## config.mk

```make
export PLATFORM = sky130hd
export DESIGN_NAME = aste_spawner
export DESIGN_NICKNAME = d
export VERILOG_FILES = /design/src/rtl/aste_spawner.sv
export SDC_FILE = /design/constraint.sdc
export NUM_CORES = 1
export LEC_CHECK = 0
export ABC_AREA = 1
export BUFFER_PORTS_ARGS = -buffer_cell sky130_fd_sc_hd__buf_4
export CAP_MARGIN = 40
export CELL_PAD_IN_SITES_DETAIL_PLACEMENT = 0
export CELL_PAD_IN_SITES_GLOBAL_PLACEMENT = 1
export CORE_MARGIN = 8
export CORE_UTILIZATION = 40
export DETAILED_ROUTE_END_ITERATION = 8
export PLACE_DENSITY_LB_ADDON = 0.1
export SYNTH_ARGS = -nofsm -noshare
export SYNTH_HDL_FRONTEND = slang
export SYNTH_SLANG_ARGS = --single-unit
```

## constraint.sdc

```tcl
create_clock -name clk -period 2 [get_ports clk]
set_clock_uncertainty 0.05 [all_clocks]
set_input_delay 0.4 -clock clk [delete_from_list [all_inputs] [get_ports clk]]
set_output_delay 0.4 -clock clk [all_outputs]
set_load 0.02 [all_outputs]
```

## src/rtl/aste_spawner.sv

```systemverilog
// ============================================================================
// Module   : aste_spawner
// Brief    : Asteroid slot manager fed by the spawn ROM; loads, moves and
//            retires asteroids on a 15x15 grid. Optional ASTE_WRAP_EN macro
//            makes edge moves wrap instead of retiring the slot.
// Revision : 1.0 - initial release
// ============================================================================
`default_nettype none

module aste_spawner #(
    parameter  int N_SLOTS   = 4,
    parameter  int N_ENTRIES = 4,
    parameter  int GRID_MAX  = 14,
    localparam int SW        = $clog2(N_SLOTS)
) (
    input  logic               clk,
    input  logic               reset_n,
    input  logic               spawn_i,
    input  logic               move_i,
    input  logic               kill_i,
    input  logic [SW-1:0]      kill_slot_i,
    output logic [3:0]         rom_addr_o,
    input  logic [9:0]         rom_q_i,
    input  logic [SW-1:0]      sel_i,
    output logic [3:0]         sel_x_o,
    output logic [3:0]         sel_y_o,
    output logic [1:0]         sel_dir_o,
    output logic [N_SLOTS-1:0] active_o,
    output logic               busy_o,
    output logic               drop_o
);

    localparam logic [1:0] c_ST_IDLE  = 2'd0;
    localparam logic [1:0] c_ST_FETCH = 2'd1;
    localparam logic [1:0] c_ST_LOAD  = 2'd2;

    localparam logic [3:0] c_GRID_MAX = 4'(GRID_MAX);
    localparam logic [3:0] c_IDX_LAST = 4'(N_ENTRIES - 1);

    logic [1:0]         r_state;
    logic [3:0]         r_idx;
    logic               r_drop;
    logic [N_SLOTS-1:0] r_active;
    logic [3:0]         r_x   [N_SLOTS];
    logic [3:0]         r_y   [N_SLOTS];
    logic [1:0]         r_dir [N_SLOTS];

    logic [3:0]         w_nx   [N_SLOTS];
    logic [3:0]         w_ny   [N_SLOTS];
    logic [N_SLOTS-1:0] w_keep;
    logic               w_found;
    logic [SW-1:0]      w_free;
    logic               w_load;

    assign w_load = (r_state == c_ST_LOAD);

    // Lowest-index free slot from the mask before any same-cycle kill.
    always_comb begin
        w_found = 1'b0;
        w_free  = '0;
        for (int i = 0; i < N_SLOTS; i++) begin
            if (!r_active[i] && !w_found) begin
                w_found = 1'b1;
                w_free  = SW'(i);
            end
        end
    end

    // One-cell step per slot; w_keep drops when a move falls off the grid.
    always_comb begin
        for (int i = 0; i < N_SLOTS; i++) begin
            w_nx[i]   = r_x[i];
            w_ny[i]   = r_y[i];
            w_keep[i] = 1'b1;
            case (r_dir[i])
                2'b00: begin
                    if (r_x[i] == c_GRID_MAX) begin
`ifdef ASTE_WRAP_EN
                        w_nx[i] = 4'd0;
`else
                        w_keep[i] = 1'b0;
`endif
                    end else begin
                        w_nx[i] = r_x[i] + 4'd1;
                    end
                end
                2'b01: begin
                    if (r_x[i] == 4'd0) begin
`ifdef ASTE_WRAP_EN
                        w_nx[i] = c_GRID_MAX;
`else
                        w_keep[i] = 1'b0;
`endif
                    end else begin
                        w_nx[i] = r_x[i] - 4'd1;
                    end
                end
                2'b10: begin
                    if (r_y[i] == c_GRID_MAX) begin
`ifdef ASTE_WRAP_EN
                        w_ny[i] = 4'd0;
`else
                        w_keep[i] = 1'b0;
`endif
                    end else begin
                        w_ny[i] = r_y[i] + 4'd1;
                    end
                end
                default: begin
                    if (r_y[i] == 4'd0) begin
`ifdef ASTE_WRAP_EN
                        w_ny[i] = c_GRID_MAX;
`else
                        w_keep[i] = 1'b0;
`endif
                    end else begin
                        w_ny[i] = r_y[i] - 4'd1;
                    end
                end
            endcase
        end
    end

    always_ff @(posedge clk) begin
        if (!reset_n) begin
            r_state  <= c_ST_IDLE;
            r_idx    <= 4'd0;
            r_drop   <= 1'b0;
            r_active <= '0;
            for (int i = 0; i < N_SLOTS; i++) begin
                r_x[i]   <= 4'd0;
                r_y[i]   <= 4'd0;
                r_dir[i] <= 2'b00;
            end
        end else begin
            r_drop <= (spawn_i && (r_state != c_ST_IDLE)) || (w_load && !w_found);

            case (r_state)
                c_ST_IDLE:  if (spawn_i) r_state <= c_ST_FETCH;
                c_ST_FETCH: r_state <= c_ST_LOAD;
                c_ST_LOAD: begin
                    r_state <= c_ST_IDLE;
                    r_idx   <= (r_idx == c_IDX_LAST) ? 4'd0 : r_idx + 4'd1;
                end
                default:    r_state <= c_ST_IDLE;
            endcase

            // Load beats kill (the loaded slot was free, so a kill on it is a no-op),
            // and kill beats move.
            for (int i = 0; i < N_SLOTS; i++) begin
                if (w_load && w_found && (w_free == SW'(i))) begin
                    r_x[i]      <= rom_q_i[9:6];
                    r_y[i]      <= rom_q_i[5:2];
                    r_dir[i]    <= rom_q_i[1:0];
                    r_active[i] <= 1'b1;
                end else if (kill_i && (kill_slot_i == SW'(i))) begin
                    r_active[i] <= 1'b0;
                end else if (move_i && r_active[i]) begin
                    r_x[i]      <= w_nx[i];
                    r_y[i]      <= w_ny[i];
                    r_active[i] <= w_keep[i];
                end
            end
        end
    end

    assign rom_addr_o = r_idx;
    assign sel_x_o    = r_x[sel_i];
    assign sel_y_o    = r_y[sel_i];
    assign sel_dir_o  = r_dir[sel_i];
    assign active_o   = r_active;
    assign busy_o     = (r_state != c_ST_IDLE);
    assign drop_o     = r_drop;

endmodule

`default_nettype wire

```

### Word level (Yosys, flattened, before mapping)

Memories as Yosys holds them, arrays and structs flattened.
Cells that the tools add are included.

| word-level totals | value |
|---|---|
| memories kept | 3 |
| bits in writable memories | 40 |
| ROM bits | 0 |
| output and inout port bits | 20 |
| logic and storage cells | 241 |
| register bits | 11 |
| input port bits | 19 |
| bits in latches | 0 |

Memory list:

| name | words | width | read ports | clocked after Yosys merged registers in | wr ports | RTL line | RTL |
|---|---|---|---|---|---|---|---|
| r_x | 4 | 4 | 5 | 0 | 4 | 44 | `logic [3:0] r_x [N_SLOTS];` |
| r_y | 4 | 4 | 5 | 0 | 4 | 45 | `logic [3:0] r_y [N_SLOTS];` |
| r_dir | 4 | 2 | 5 | 0 | 4 | 46 | `logic [1:0] r_dir [N_SLOTS];` |

| cells by class | value |
|---|---|
| reductions and logical operators | 49 |
| add/sub/neg operators | 17 |
| bitwise operators | 20 |
| shift operators | 0 |
| equality and inequality tests | 26 |
| div/mod/pow operators | 0 |
| $lt $le $gt $ge | 0 |
| multiply operators | 0 |
| multiplexer cells | 119 |

Operators by type and width:

| kind | number |
|---|---|
| 4-bit 2-to-1 mux | 33 |
| 1-bit 2-to-1 mux | 66 |
| 4-bit case mux with 2 select lines | 8 |
| 4-bit by 1-bit adder with 4-bit output (second input constant) | 9 |
| 4-bit == test (second input constant) | 8 |
| 4-bit logical NOT | 8 |
| 4-bit by 1-bit subtractor with 4-bit output (second input constant) | 8 |
| 1-bit OR | 20 |
| 2-bit == test (second input constant) | 9 |
| 1-bit logical AND | 18 |
| 2-bit by 1-bit == test with 1-bit output (second input constant) | 7 |
| 2-bit logical NOT | 7 |
| 2-bit 2-to-1 mux | 7 |
| 1-bit case mux with 3 select lines | 4 |
| 3-bit nonzero test | 4 |
| 2-bit OR reduction | 4 |
| 1-bit logical NOT | 6 |
| 4-bit by 2-bit == test with 1-bit output (second input constant) | 1 |
| 2-bit case mux with 2 select lines | 1 |
| 2-bit inequality test (second input constant) | 1 |
| 2-bit nonzero test | 1 |
| 1-bit logical OR | 1 |

### Depth between registers and ports, before layout

| depth | value |
|---|---|
| depth after elaboration | 16 |
| mapped depth | 12 |
| depth with buffers taken out | 12 |

### Worst setup path after synthesis

OpenSTA, ideal clock, no wires.

| timing path | value |
|---|---|
| path kind | register to register |
| from | memory r_dir[1][0] |
| to | memory r_y[1][3], data pin |
| setup slack | 0.140 ns |
| arrival | 1.557 ns |
| data required time | 1.697 ns |
| cell stages (with the launch flop) | 10 |
| buffers on the path | 0 |
| clock period less this slack | 1.860 ns |
| setup time | 0.253 ns |
| cells stage by stage | edfxtp_1 nor2_1 inv_1 ha_1 nand2_1 nand2_1 a21oi_1 or2_2 nand3_1 nand2_1 |

RTL lines:

| what | RTL line |
|---|---|
| start, declared | 46 |
| end, declared | 45 |

==> impl_metrics.json <==
{
  "stdcell_count": 673,
  "yosys_warnings": 0,
  "timing.final.crit_share_pct": 97.1,
  "power_frac_comb_pct": 18.7,
  "avgSynthCellArea_um2": 7.57,
  "synth_edf_count": 40,
  "synth_nets": 540,
  "worst_slack_ps": 57.0,
  "synth-async-reset-ratio_pct": 0,
  "routed_wirelength_um": 11600,
  "area_delta_synth_final_pct": 19.9,
  "firstDrtPassIters": 6,
  "cts_sinks": 51,
  "p_per_area_nw_per_um2": 558,
  "final_cell_area_um2": 4500,
  "max-slew-margin-rel_pct": 69.5,
  "hold_class": "in2reg",
  "core-area_um2": 9150,
  "num_rows": 35,
  "crit_required_ps": 1550,
  "crit_path_start_kind": "register",
  "cts_buffers": 5,
  "hold_buffers": 0,
  "clk_pin_slew_ps": 110,
  "crit_path_cell_trace": "buf_4 -> nor2_1 -> o22ai_1 -> buf_4",
  "crit_fanout": 6,
  "path_class": "reg2out",
  "min_to": "r_state[0]",
  "seq_area_frac_synth_pct": 37.9,
  "drc": 0,
  "hold_depth": 3,
  "r2r_cells": 8,
  "critPathMostFrequentCell": "buf_4",
  "timing.fmax_ghz": 0.515,
  "dp.cells": 655,
  "path_buf_inv": 2,
  "die_w_um": 113,
  "pwr-share-seq_pct": 49.2,
  "io_pins": 39,
  "final_antenna_net_count": 0,
  "cp-end-kind": "primary output",
  "max_stage_delay_ps": 500,
  "grt_max_degree": 23,
  "post-route-min-period_ps": 1940,
  "die-area_um2": 12700,
  "final_common_cell": "nand2_1",
  "drive_gt1_share_pct": 18.7,
  "p_clk_share_pct": 32.1,
  "critPathArrivalTime_ps": 1490,
  "num_antenna_cells": 0,
  "status": "completed",
  "grt_usage_pct": 18.2,
  "hold_violations": 0,
  "grt_pass1_vias": 3390,
  "ys_types": 33,
  "min_from": "spawn_i",
  "clk_latency_ps": 320,
  "synthFlopType": "edfxtp_1",
  "ys_ff_latch": 51,
  "clk_path_buf_depth": 2,
  "dp_hpwl_um": 9210,
  "n_fill_cell": 929,
  "swShare_pct": 29.4,
  "p_switching_w": 0.000739,
  "path_delay_family": "flip-flops",
  "portBuffers": 38,
  "p_leak_nw": 2.13,
  "setup_violations": 0,
  "cts-root-buf": "clkbuf_8",
  "die_y_um": 113,
  "wire_per_inst_um": 17.2,
  "peakVddDrop_mv": 0.287,
  "initial_utilization_pct": 41.0,
  "cts_tree": "yes",
  "synth_area_um2": 3750,
  "dp_slack_ps": 58.8,
  "slew_violations": 0,
  "worstReg2RegStart": "r_dir[0][0]",
  "viasPerCell": 5.32,
  "p_int_w": 0.00177,
  "grt_pass1_wl_um": 18200,
  "cp_slowest_cell": "edfxtp_1",
  "drtIter0Drc": 236,
  "drv_cap": 0,
  "vias": 3579,
  "final_cell_mix": "100 x nand2_1, 71 x inv_1, 64 x buf_4",
  "worst_r2r_endpoint": "r_y[0][2]",
  "htreeDepth": 2,
  "place_congestion": 0.847,
  "nets": 605,
  "r2r_slack_ps": 70,
  "synthCells": 496,
  "grt-ovfl-total": 0,
  "worst_pin_slew_ps": 457,
  "antenna_found_initial": 0,
  "dpl-instance-area_um2": 4270,
  "rsz0062_at_grt": "true"
}
==> stage by stage <==
| stage | utilization, % | setup TNS, ps | total power, W | hold WS, ps |
|---|---|---|---|---|
| after floorplan | - | 0 | 0.00152 | 438 |
| after global placement | 46.7 | 0 | 0.00171 | 447 |
| after detailed placement | 46.7 | 0 | 0.00171 | 456 |
| after CTS | 48.1 | 0 | 0.00251 | 265 |
| after global routing | 49.2 | -197 | 0.00262 | 268 |
| final | 49.2 | 0 | 0.00251 | 271 |
==> logic make-up after synthesis <==
family	synth area share [%]
compound gates	13.2
xor+xnor	3.50
fa+ha+maj	9.93
buf+inv	8.47
flops	37.9
simple gates	27.0
==> cell usage after synthesis (8+ instances only) <==
cell type	number	area (µm²)
fa_1	8	160
nand3_1	27	135
nor2_1	62	233
nand4_1	12	75.1
o21ai_0	39	195
o22ai_1	16	100
a21oi_1	30	150
ha_1	17	213
edfxtp_1	40	1200
nand2_1	101	379
dfxtp_1	11	220
inv_1	73	274
xor2_1	10	87.6
==> sequential cells by signal (all words and copies together) (netlist names) <==
signal	flops
r_y	16
drop_o	1
rom_addr_o	4
r_x	16
active_o	4
r_state	2
r_dir	8
==> area by class of cell <==
type                            count  area (µm²)  area share (%)
Multi-Input combinational cell    361        2040            45.4
Sequential cell                    51        1420            31.6
Tap cell                          111         139            3.09
Clock buffer                        7         119            2.64
Clock inverter                      1        6.26           0.139
Timing Repair Buffer               64         480            10.7
Inverter                           78         293            6.51
==> tightest hold or removal path, delay by kind of cell <==
family        cells  cell delay [ps]
buf+inv           1              110
simple gates      2              100
==> repair_timing <==
item | in CTS | in global routing
resized for setup | 0 | 10
endpoints found under the setup margin | 0 | 11
setup buffers | 0 | 10
==> how the worst max path moves through the flow <==
stage	cells past startpoint	startpoint	slack [ps]	end
finish	4	r_dir[3][0]	60	sel_dir_o[0]
global placement	8	r_dir[3][0]	70	r_y[3][3]
floorplan	9	r_dir[1][0]	140	r_y[1][3]
CTS	8	r_dir[3][0]	40	r_y[3][3]
global route	8	r_dir[0][0]	-60	r_y[0][2]
detailed placement	8	r_dir[3][0]	60	r_y[3][3]
==> power by group through the flow <==
stage,sequential [W],clock (W),combinational (W)
floorplan,0.00124,0,0.000272
global placement,0.00126,0,0.000452
detailed placement,0.00126,0,0.000455
CTS,0.00123,0.000823,0.000457
global route,0.00124,0.000854,0.000524
finish,0.00124,0.000806,0.000470
==> layer usage <==
metal  track usage [%]  part of all wire, %
met1              23.2                   45
met2              31.0                   49
met5                 0                    0
met3              3.41                  4.9
met4              4.71                  1.5
(Power assumes the default switching activity.)
